**src/rtl/udp_pkg.sv**
```systemverilog
// Shared constants and state encoding for the GMII UDP/IPv4 receive and transmit paths.
package udp_pkg;

    typedef enum logic [2:0] {
        ST_IDLE,
        ST_PREAMBLE,
        ST_ETH_HEAD,
        ST_IP_HEAD,
        ST_UDP_HEAD,
        ST_RX_DATA,
        ST_DISCARD
    } rx_state_t;

    localparam logic [15:0] ETH_TYPE_IPV4 = 16'h0800;
    localparam logic [7:0]  PREAMBLE_BYTE = 8'h55;
    localparam logic [7:0]  SFD_BYTE      = 8'hD5;
    localparam int          PREAMBLE_LEN  = 7;
    localparam int          ETH_HEAD_LEN  = 14;
    localparam int          IP_HEAD_BYTES = 20;
    localparam int          UDP_HEAD_LEN  = 8;
    localparam logic [47:0] BROADCAST_MAC = 48'hFFFF_FFFF_FFFF;

    // Byte idx of a 48-bit address in wire order (idx 0 = most significant byte).
    function automatic logic [7:0] byte_of48(input logic [47:0] v, input logic [2:0] idx);
        logic [47:0] s;
        s = v << (8 * idx);
        return s[47:40];
    endfunction

endpackage

```
**src/rtl/udp_rx_csum.sv**
```systemverilog
// Ones-complement halfword accumulator with end-around-carry fold; shared by RX and TX checksum paths.
module udp_rx_csum (
    input  logic        clk,
    input  logic        rst,
    input  logic        clr,
    input  logic        add_en,
    input  logic [15:0] add_hw,
    input  logic        fold_en,
    output logic [15:0] sum
);

    logic [19:0] acc;

    // 20 bits hold ten halfwords without overflow; two folds then yield the 16-bit result.
    always_ff @(posedge clk or posedge rst) begin
        if (rst) begin
            acc <= '0;
        end else if (clr) begin
            acc <= '0;
        end else if (add_en) begin
            acc <= acc + {4'd0, add_hw};
        end else if (fold_en) begin
            acc <= {4'd0, acc[15:0]} + {16'd0, acc[19:16]};
        end
    end

    assign sum = acc[15:0];

endmodule

```
**src/rtl/udp_recv.sv**
```systemverilog
// GMII UDP/IPv4 receiver: strips preamble and headers, filters on MAC/IP/protocol, emits 32-bit payload words.
// Define UDP_RECV_IP_CHECKSUM_EN to reject frames whose IPv4 header checksum does not verify.
module udp_recv
    import udp_pkg::*;
#(
    parameter logic [47:0] BOARD_MAC_ADDR = 48'h00_11_22_33_44_55,
    parameter logic [31:0] BOARD_IP_ADDR  = {8'd192, 8'd168, 8'd1, 8'd123},
    parameter logic [3:0]  IP_VERSION     = 4'd4,
    parameter logic [3:0]  IP_HEAD_LEN    = 4'd5,
    parameter logic [7:0]  PROTOCOL       = 8'd17
) (
    input  logic        eth_rxc,
    input  logic        rst,
    input  logic [7:0]  eth_rxd,
    input  logic        eth_rxdv,
    output logic [31:0] rx_data,
    output logic        rx_data_en,
    output logic [15:0] rx_byte_num,
    output logic        rx_pkg_done,
    output logic        rx_err,
    output logic [47:0] src_mac_addr,
    output logic [31:0] src_ip_addr,
    output logic [15:0] src_udp_port
);

    rx_state_t   state, next_state;
    logic [10:0] cnt;

    logic        mac_uni_ok, mac_bc_ok, uni_now, bc_now;
    logic [47:0] src_mac_sh;
    logic [31:0] src_ip_sh;
    logic [15:0] src_port_sh;
    logic [15:0] udp_len, udp_len_now;
    logic [31:0] word_sh, word_nxt;
    logic        last_byte;
    logic        err_nxt, done_nxt, strobe_nxt, hdr_take;

    function automatic logic [7:0] ip_byte(input logic [1:0] idx);
        logic [31:0] s;
        s = BOARD_IP_ADDR << (8 * idx);
        return s[31:24];
    endfunction

`ifdef UDP_RECV_IP_CHECKSUM_EN
    logic [7:0]  hw_hi;
    logic [15:0] csum_sum;

    udp_rx_csum u_csum (
        .clk     (eth_rxc),
        .rst     (rst),
        .clr     (state == ST_ETH_HEAD),
        .add_en  (eth_rxdv && state == ST_IP_HEAD && cnt[0]),
        .add_hw  ({hw_hi, eth_rxd}),
        .fold_en (eth_rxdv && state == ST_UDP_HEAD && cnt < 11'd2),
        .sum     (csum_sum)
    );
`endif

    always_ff @(posedge eth_rxc or posedge rst) begin
        if (rst) begin
            state <= ST_IDLE;
            cnt   <= '0;
        end else begin
            state <= next_state;
            if (next_state != state) begin
                cnt <= '0;
            end else if (eth_rxdv) begin
                cnt <= cnt + 11'd1;
            end
        end
    end

    always_comb begin
        next_state  = state;
        err_nxt     = 1'b0;
        done_nxt    = 1'b0;
        strobe_nxt  = 1'b0;
        hdr_take    = 1'b0;
        uni_now     = ((cnt == 11'd0) ? 1'b1 : mac_uni_ok) && (eth_rxd == byte_of48(BOARD_MAC_ADDR, cnt[2:0]));
        bc_now      = ((cnt == 11'd0) ? 1'b1 : mac_bc_ok) && (eth_rxd == byte_of48(BROADCAST_MAC, cnt[2:0]));
        udp_len_now = {udp_len[15:8], eth_rxd};
        last_byte   = ({5'd0, cnt} + 16'd1) == rx_byte_num;
        word_nxt    = (cnt[1:0] == 2'd0) ? {eth_rxd, 24'd0}
                                         : (word_sh | ({24'd0, eth_rxd} << (8 * (3 - cnt[1:0]))));

        // A dropped rxdv after the headers were accepted is an aborted packet; earlier it is just noise.
        if (!eth_rxdv) begin
            if (state == ST_UDP_HEAD || state == ST_RX_DATA) err_nxt = 1'b1;
            if (state != ST_IDLE) next_state = ST_IDLE;
        end else begin
            case (state)
                ST_IDLE: begin
                    if (eth_rxd == PREAMBLE_BYTE) next_state = ST_PREAMBLE;
                end
                ST_PREAMBLE: begin
                    // The first 0x55 was consumed in IDLE: six more, then the SFD.
                    if (cnt < 11'(PREAMBLE_LEN - 1)) begin
                        if (eth_rxd != PREAMBLE_BYTE) next_state = ST_DISCARD;
                    end else begin
                        next_state = (eth_rxd == SFD_BYTE) ? ST_ETH_HEAD : ST_DISCARD;
                    end
                end
                ST_ETH_HEAD: begin
                    if (cnt < 11'd6) begin
                        if (!uni_now && !bc_now) next_state = ST_DISCARD;
                    end else if (cnt == 11'd12) begin
                        if (eth_rxd != ETH_TYPE_IPV4[15:8]) next_state = ST_DISCARD;
                    end else if (cnt == 11'(ETH_HEAD_LEN - 1)) begin
                        next_state = (eth_rxd == ETH_TYPE_IPV4[7:0]) ? ST_IP_HEAD : ST_DISCARD;
                    end
                end
                ST_IP_HEAD: begin
                    case (cnt)
                        11'd0:  if (eth_rxd != {IP_VERSION, IP_HEAD_LEN}) next_state = ST_DISCARD;
                        11'd9:  if (eth_rxd != PROTOCOL) next_state = ST_DISCARD;
                        11'd16, 11'd17, 11'd18:
                                if (eth_rxd != ip_byte(cnt[1:0])) next_state = ST_DISCARD;
                        11'(IP_HEAD_BYTES - 1):
                                next_state = (eth_rxd == ip_byte(cnt[1:0])) ? ST_UDP_HEAD : ST_DISCARD;
                        default: ;
                    endcase
                end
                ST_UDP_HEAD: begin
`ifdef UDP_RECV_IP_CHECKSUM_EN
                    if (cnt == 11'd2 && csum_sum != 16'hFFFF) begin
                        next_state = ST_DISCARD;
                        err_nxt    = 1'b1;
                    end
`endif
                    if (cnt == 11'd5 && udp_len_now < 16'(UDP_HEAD_LEN)) begin
                        next_state = ST_DISCARD;
                        err_nxt    = 1'b1;
                    end else if (cnt == 11'(UDP_HEAD_LEN - 1)) begin
                        hdr_take = 1'b1;
                        if (udp_len == 16'(UDP_HEAD_LEN)) begin
                            done_nxt   = 1'b1;
                            next_state = ST_DISCARD;
                        end else begin
                            next_state = ST_RX_DATA;
                        end
                    end
                end
                ST_RX_DATA: begin
                    strobe_nxt = (cnt[1:0] == 2'd3) || last_byte;
                    if (last_byte) begin
                        done_nxt   = 1'b1;
                        next_state = ST_DISCARD;
                    end
                end
                ST_DISCARD: ;
                default: next_state = ST_IDLE;
            endcase
        end
    end

    // Header shadows and word assembly: only meaningful once the FSM qualifies them, so no reset.
    always_ff @(posedge eth_rxc) begin
        if (eth_rxdv) begin
            case (state)
                ST_ETH_HEAD: begin
                    if (cnt < 11'd6) begin
                        mac_uni_ok <= uni_now;
                        mac_bc_ok  <= bc_now;
                    end else if (cnt < 11'd12) begin
                        src_mac_sh <= {src_mac_sh[39:0], eth_rxd};
                    end
                end
                ST_IP_HEAD: begin
                    if (cnt >= 11'd12 && cnt < 11'd16) src_ip_sh <= {src_ip_sh[23:0], eth_rxd};
`ifdef UDP_RECV_IP_CHECKSUM_EN
                    if (!cnt[0]) hw_hi <= eth_rxd;
`endif
                end
                ST_UDP_HEAD: begin
                    if (cnt < 11'd2)  src_port_sh   <= {src_port_sh[7:0], eth_rxd};
                    if (cnt == 11'd4) udp_len[15:8] <= eth_rxd;
                    if (cnt == 11'd5) udp_len[7:0]  <= eth_rxd;
                end
                ST_RX_DATA: word_sh <= word_nxt;
                default: ;
            endcase
        end
    end

    always_ff @(posedge eth_rxc or posedge rst) begin
        if (rst) begin
            rx_data      <= '0;
            rx_data_en   <= 1'b0;
            rx_byte_num  <= '0;
            rx_pkg_done  <= 1'b0;
            rx_err       <= 1'b0;
            src_mac_addr <= '0;
            src_ip_addr  <= '0;
            src_udp_port <= '0;
        end else begin
            rx_data_en  <= strobe_nxt;
            rx_pkg_done <= done_nxt;
            rx_err      <= err_nxt;
            if (strobe_nxt) rx_data <= word_nxt;
            if (hdr_take) begin
                rx_byte_num  <= udp_len - 16'(UDP_HEAD_LEN);
                src_mac_addr <= src_mac_sh;
                src_ip_addr  <= src_ip_sh;
                src_udp_port <= src_port_sh;
            end
        end
    end

endmodule

```
**config.mk**
```make
export PLATFORM = sky130hd
export DESIGN_NAME = udp_recv
export DESIGN_NICKNAME = d
export VERILOG_FILES = /design/src/rtl/udp_pkg.sv /design/src/rtl/udp_rx_csum.sv /design/src/rtl/udp_recv.sv
export SDC_FILE = /design/constraint.sdc
export NUM_CORES = 1
export LEC_CHECK = 0
export CAP_MARGIN = 40
export CORE_MARGIN = 5
export CORE_UTILIZATION = 31
export DETAILED_ROUTE_END_ITERATION = 7
export PLACE_DENSITY = 0.54
export SYNTH_ARGS = -nofsm -noshare
export SYNTH_HDL_FRONTEND = slang
export SYNTH_SLANG_ARGS = --single-unit
```
**constraint.sdc**
```tcl
create_clock -name eth_rxc -period 10.5 [get_ports eth_rxc]
set_clock_uncertainty 0.15 [all_clocks]
set_input_delay 2.1 -clock eth_rxc [delete_from_list [all_inputs] [get_ports eth_rxc]]
set_output_delay 2.1 -clock eth_rxc [all_outputs]
set_load 0.05 [all_outputs]
```
Yosys cells after proc, flatten, opt, wreduce, memory -nomap -nowiden
Index checks and enable logic that the tools add are counted.

cells by class
  equal/unequal tests = 30
  muxes and demuxes = 43
  shift operators = 4
  bitwise operators = 2
  $add $sub $neg = 4
  reduce and logical (&&, ||, !) cells = 23
  magnitude comparators = 6

operator list
  kind                   number
  $mux 3                 18
  $shl 37x6->48 const A  1
  $shl 48x6->48 const A  1
  $eq 11x5->1 const B    4
  $eq 11x3->1 const B    3
  $eq 11x4->1 const B    3
  $mux 32                1
  $or 32x32->32          1
  $shl 32x5->32 const A  1
  $shl 8x32->32          1
  $eq 8x8->1             3
  $mux 11                2
  $pmux 3 s7             1
  $mux 1                 17
  $eq 12x16->1           1
  $eq 16x4->1 const B    1
  $lt 16x4->1 const B    1
  $ne 8x7->1 const B     2
  $sub 16x4->16 const B  1
  $reduce_and 3->1       5
  $add 11x1->12 const B  1
  $pmux 3 s4             1
  $add 11x1->11 const B  1
  $ge 11x4->1 const B    1
  30 further kinds       40

word-level totals
  flip-flop bits (word level) = 307
  output and inout bits = 147
  input bits = 11

Depth between registers and ports, before layout
  depth in word-level cells = 11
  depth in mapped cells = 12
  depth with buffers taken out = 9

Worst setup path before layout
Ideal clock, no wire load.

  path type = input-to-reg
  start point = in eth_rxdv
  end point = reg src_mac_sh[0], enable pin
  data required time = 9,639 ps
  library setup time = 711 ps
  arrival = 9,999 ps
  cell stages on the path = 4
  path buffers = 1
  path slack = -360 ps
  path through = buf_2 nor2b_1 nand2_1 a2111oi_0

on the way
  word-level cells in the longest chain between the ends = 1

ends and longest elaborated chain
  what                               RTL line         text
  start, declared                    udp_recv.sv:15   input logic eth_rxdv,
  $reduce_and 4->1 (no source line)  --
  end signal, assigned               udp_recv.sv:165  src_mac_sh <= {src_mac_sh[39:0], eth_rxd};
  end, declared                      udp_recv.sv:30   logic [47:0] src_mac_sh;

Every way passes these cells.
A chain may end at the register's enable or synchronous reset.

Worst setup path in the final report
  start point = in eth_rxd[7]
  end point = reg cnt[2]

on the way
  word-level cells in the longest chain between the ends = 10
  elaborated cells on any way between the ends = 39
  classes of those cells = 1 x order compare; 11 x eq/ne; 19 x mux; 8 x reduce/logical

ends and longest elaborated chain
  what                                                 RTL line        text
  start, declared                                      udp_recv.sv:14  input logic [7:0] eth_rxd,
  branches (longest 6 deep; another with $lt 16x4->1)  --
  $pmux 3 s7 *                                         udp_recv.sv:91  case (state)
  $mux 3 *                                             udp_recv.sv:87  if (!eth_rxdv) begin
  $ne 3x3->1 *                                         udp_recv.sv:65  if (next_state != state) begin
  $mux 11 / $reduce_bool 2->1 (equally long branches)  --
  end signal, assigned                                 udp_recv.sv:68  cnt <= cnt + 11'd1;
  end, declared                                        udp_recv.sv:27  logic [10:0] cnt;

Every way passes the cells marked *.

==> metrics.cfg <==
[worst_setup_path]
r2r-start=cnt[1]$_DFFE_PP0P_
crit_arrival_ns=4.97
slowest_delay_ns=0.56
crit_required_ns=10.77
slowest_stage=a2111oi_0
critPathLaunchType=input port
ff2ff_path_depth=11
worstSetupPathType=in -> reg
r2r_slack_ns=6.36
r2r-end=rx_data[20]$_DFFE_PP0P_
path_cells=clkdlybuf4s50_1 -> buf_4 -> or3b_2 -> a2111oi_0 -> o31ai_1 -> o211ai_1 -> o311ai_1 -> a22o_1 -> nor3_1
end_kind=flip-flop
crit_fanout=17

[sta]
worst_pin_slew_ns=0.808
holdWs_ns=0.284
fin_crit_sh=0.447
period_needed_ns=4.70
finalWorstSetupSlack_ns=5.80
final_max_slew_viol_count=0
finalSetupViolCount=0
fmax_mhz=213
hold_violations=0
rsz0062_at_grt=no
fin_tns_setup_ns=0
slew_headroom=0.461

[cts]
cts_buffers=36
cts_root_buf=clkbuf_16
htree_levels=2
cts_resized=0
cts_tree=done
path_clk_slew_ns=0.06
clk_latency_ns=0.52
clock_path_buffers=3
hold_buffers=0
cts.sinks=307
post-cts-setup-buffer-count=0

[yosys]
netlist_instances=1089
synth_cell_type_count=72
syn-mean-instance-area_um2=11.5
synth-seq-area-share=0.670
synth_top_area_frac=0.349
ys.warnings.count=0
syn_area_um2=12600
synth-edff-count=146
synth_fp_nets=1109
synth_top_cell_by_area=edfxtp_1
synth_ff_type=dfrtp_1
ys_ff_latch=307
synth.area.top_cells=edfxtp_1 35%, dfrtp_1 32%, nand2_1 10%, mux2_1 2.6%, nor2_1 1.9%
async_reset_ff_frac=0.524

[run_status]
status=completed

[routing]
viasPerCell=4.71
drtAntennaViolNets=0
drc=0
vias=8468
drtIter0Drc=504
wl_mm=31.8
post_drt_wl_per_cell_um=17.7
first_pass_iters=4

[power_and_ir_drop]
max-vdd-ir-drop_mv=0.101
p_seq_frac=0.449
switchingPower_w=0.000823
powerDensity_nw_per_um2=187
switching_share=0.276
p_comb_frac=0.145
p_int_w=0.00215
pwr-share-clk=0.405
p_leak_nw=6.64

[finish]
fin_util=0.399
insertedDiodeCount=0
multi_input_area_um2=3790
regArea_um2=8410
drive_above_1_share=0.0808
fillers=3826
nets=1266
syn_to_final_growth_pct=26.8

[floorplan]
num_io_pins=158
start_util=0.315
die_area_um2=44600
die_x_um=211
rows=73
core_area_um2=39900
die_y_um=211

[place]
place_ws_ns=5.22
io_buffer_count=157
gp_congestion=0.855
place_hpwl_mm=21.0

[min_path]
hold_end=src_udp_port[8]$_DFFE_PP0P_
hold_path_depth=2
min_path_type=reg -> reg
worstHoldStart=src_port_sh[8]$_DFFE_PP_

[run]
maxCapViolCount=0

[grt]
grt_max_degree=74
grtUsageTotal=0.142
antenna_found_initial=0
grt_pass1_wl_mm=50.6
grt_pass1_vias=8657
grt-ovfl-total=0

## cells by family after synthesis
kind of cell | after synthesis | share of synthesized area
buf+inv | 77 | 0.0308
compound gates | 109 | 0.0553
mux | 34 | 0.0303
xor+xnor | 31 | 0.0216
simple gates | 522 | 0.183
flops | 307 | 0.670
fa+ha+maj | 9 | 0.00897
## layout by cell type (no fill, tap or decap), types with 6 or more instances in the layout
cell	instances
a21oi_1	45
a31oi_1	6
buf_4	19
clkbuf_1	7
clkbuf_16	37
clkbuf_8	11
clkdlybuf4s50_1	157
clkinv_1	7
dfrtp_1	161
edfxtp_1	146
ha_1	9
inv_1	13
mux2_1	29
nand2_1	335
nand3_1	16
nand4_1	9
nor2_1	62
nor2b_1	7
nor3_1	25
nor4_1	11
o21ai_0	19
or3_1	6
xnor2_1	17
xor2_1	14
## worst max path at each step
stage,startpoint,endpoint,cells past startpoint
floorplan,eth_rxdv,src_mac_sh[0]$_DFFE_PP_,4
global placement,eth_rxdv,rx_data[29]$_DFFE_PP0P_,6
detailed placement,eth_rxd[7],src_mac_addr[4]$_DFFE_PP0P_,9
CTS,eth_rxd[7],src_mac_addr[4]$_DFFE_PP0P_,9
global route,eth_rxd[7],src_udp_port[11]$_DFFE_PP0P_,9
finish,eth_rxd[7],cnt[2]$_DFFE_PP0P_,9
## worst max-delay path: cells and delay by family
kind / cells / cell delay [ns]
buf+inv: 2 / 0.73
compound gates: 5 / 1.41
simple gates: 2 / 0.70
## per-layer routing
layer,GRT usage,wire [µm]
met5,0,0
met3,0.0291,1590
met1,0.199,14800
met4,0.0443,789
met2,0.222,14700
## layout make-up
cell class / count / share of cell area
sequential: 307 / 0.528
timing repair buffer: 181 / 0.115
tap: 525 / 0.0413
multi-input combinational: 705 / 0.238
inverter: 15 / 0.00385
clock inverter: 11 / 0.00393
clock buffer: 55 / 0.0693
## stage by stage
step / cell area, µm² / total power (W) / cells
6_report: 15900 / 0.00298 / 1799
5_1_grt: 15900 / 0.00312 / 1799
4_1_cts: 15900 / 0.00302 / 1799
3_5_place_dp: 14800 / 0.00180 / 1733
3_3_place_gp: 14600 / 0.00179 / 1728
2_1_floorplan: 12600 / 0.00166 / 1089
## power by group through the flow
stage,logic (W),clock network [W],registers (W)
after CTS,0.000436,0.00125,0.00134
after floorplan,0.000310,0,0.00135
after global routing,0.000478,0.00130,0.00134
after global placement,0.000430,0,0.00136
after detailed placement,0.000434,0,0.00136
final,0.000433,0.00121,0.00134
## sequential cells by signal, indices dropped and copies added, names as in the netlist
signal / cells
cnt: 11
mac_bc_ok: 1
mac_uni_ok: 1
rx_byte_num: 16
rx_data: 32
rx_data_en: 1
rx_err: 1
rx_pkg_done: 1
src_ip_addr: 32
src_ip_sh: 32
src_mac_addr: 48
src_mac_sh: 48
src_port_sh: 16
src_udp_port: 16
state: 3
udp_len: 16
word_sh: 32
## Yosys cell counts, types with 9 or more instances
master and count:
a21oi_1 45, buf_2 24, clkbuf_1 25, dfrtp_1 161, edfxtp_1 146, ha_1 9, inv_1 14, mux2_1 29
nand2_1 335, nand3_1 16, nand4_1 9, nor2_1 64, nor3_1 27, nor4_1 11, o21ai_0 19, xnor2_1 17
xor2_1 14
No activity file was read; power rests on OpenSTA's default activity.
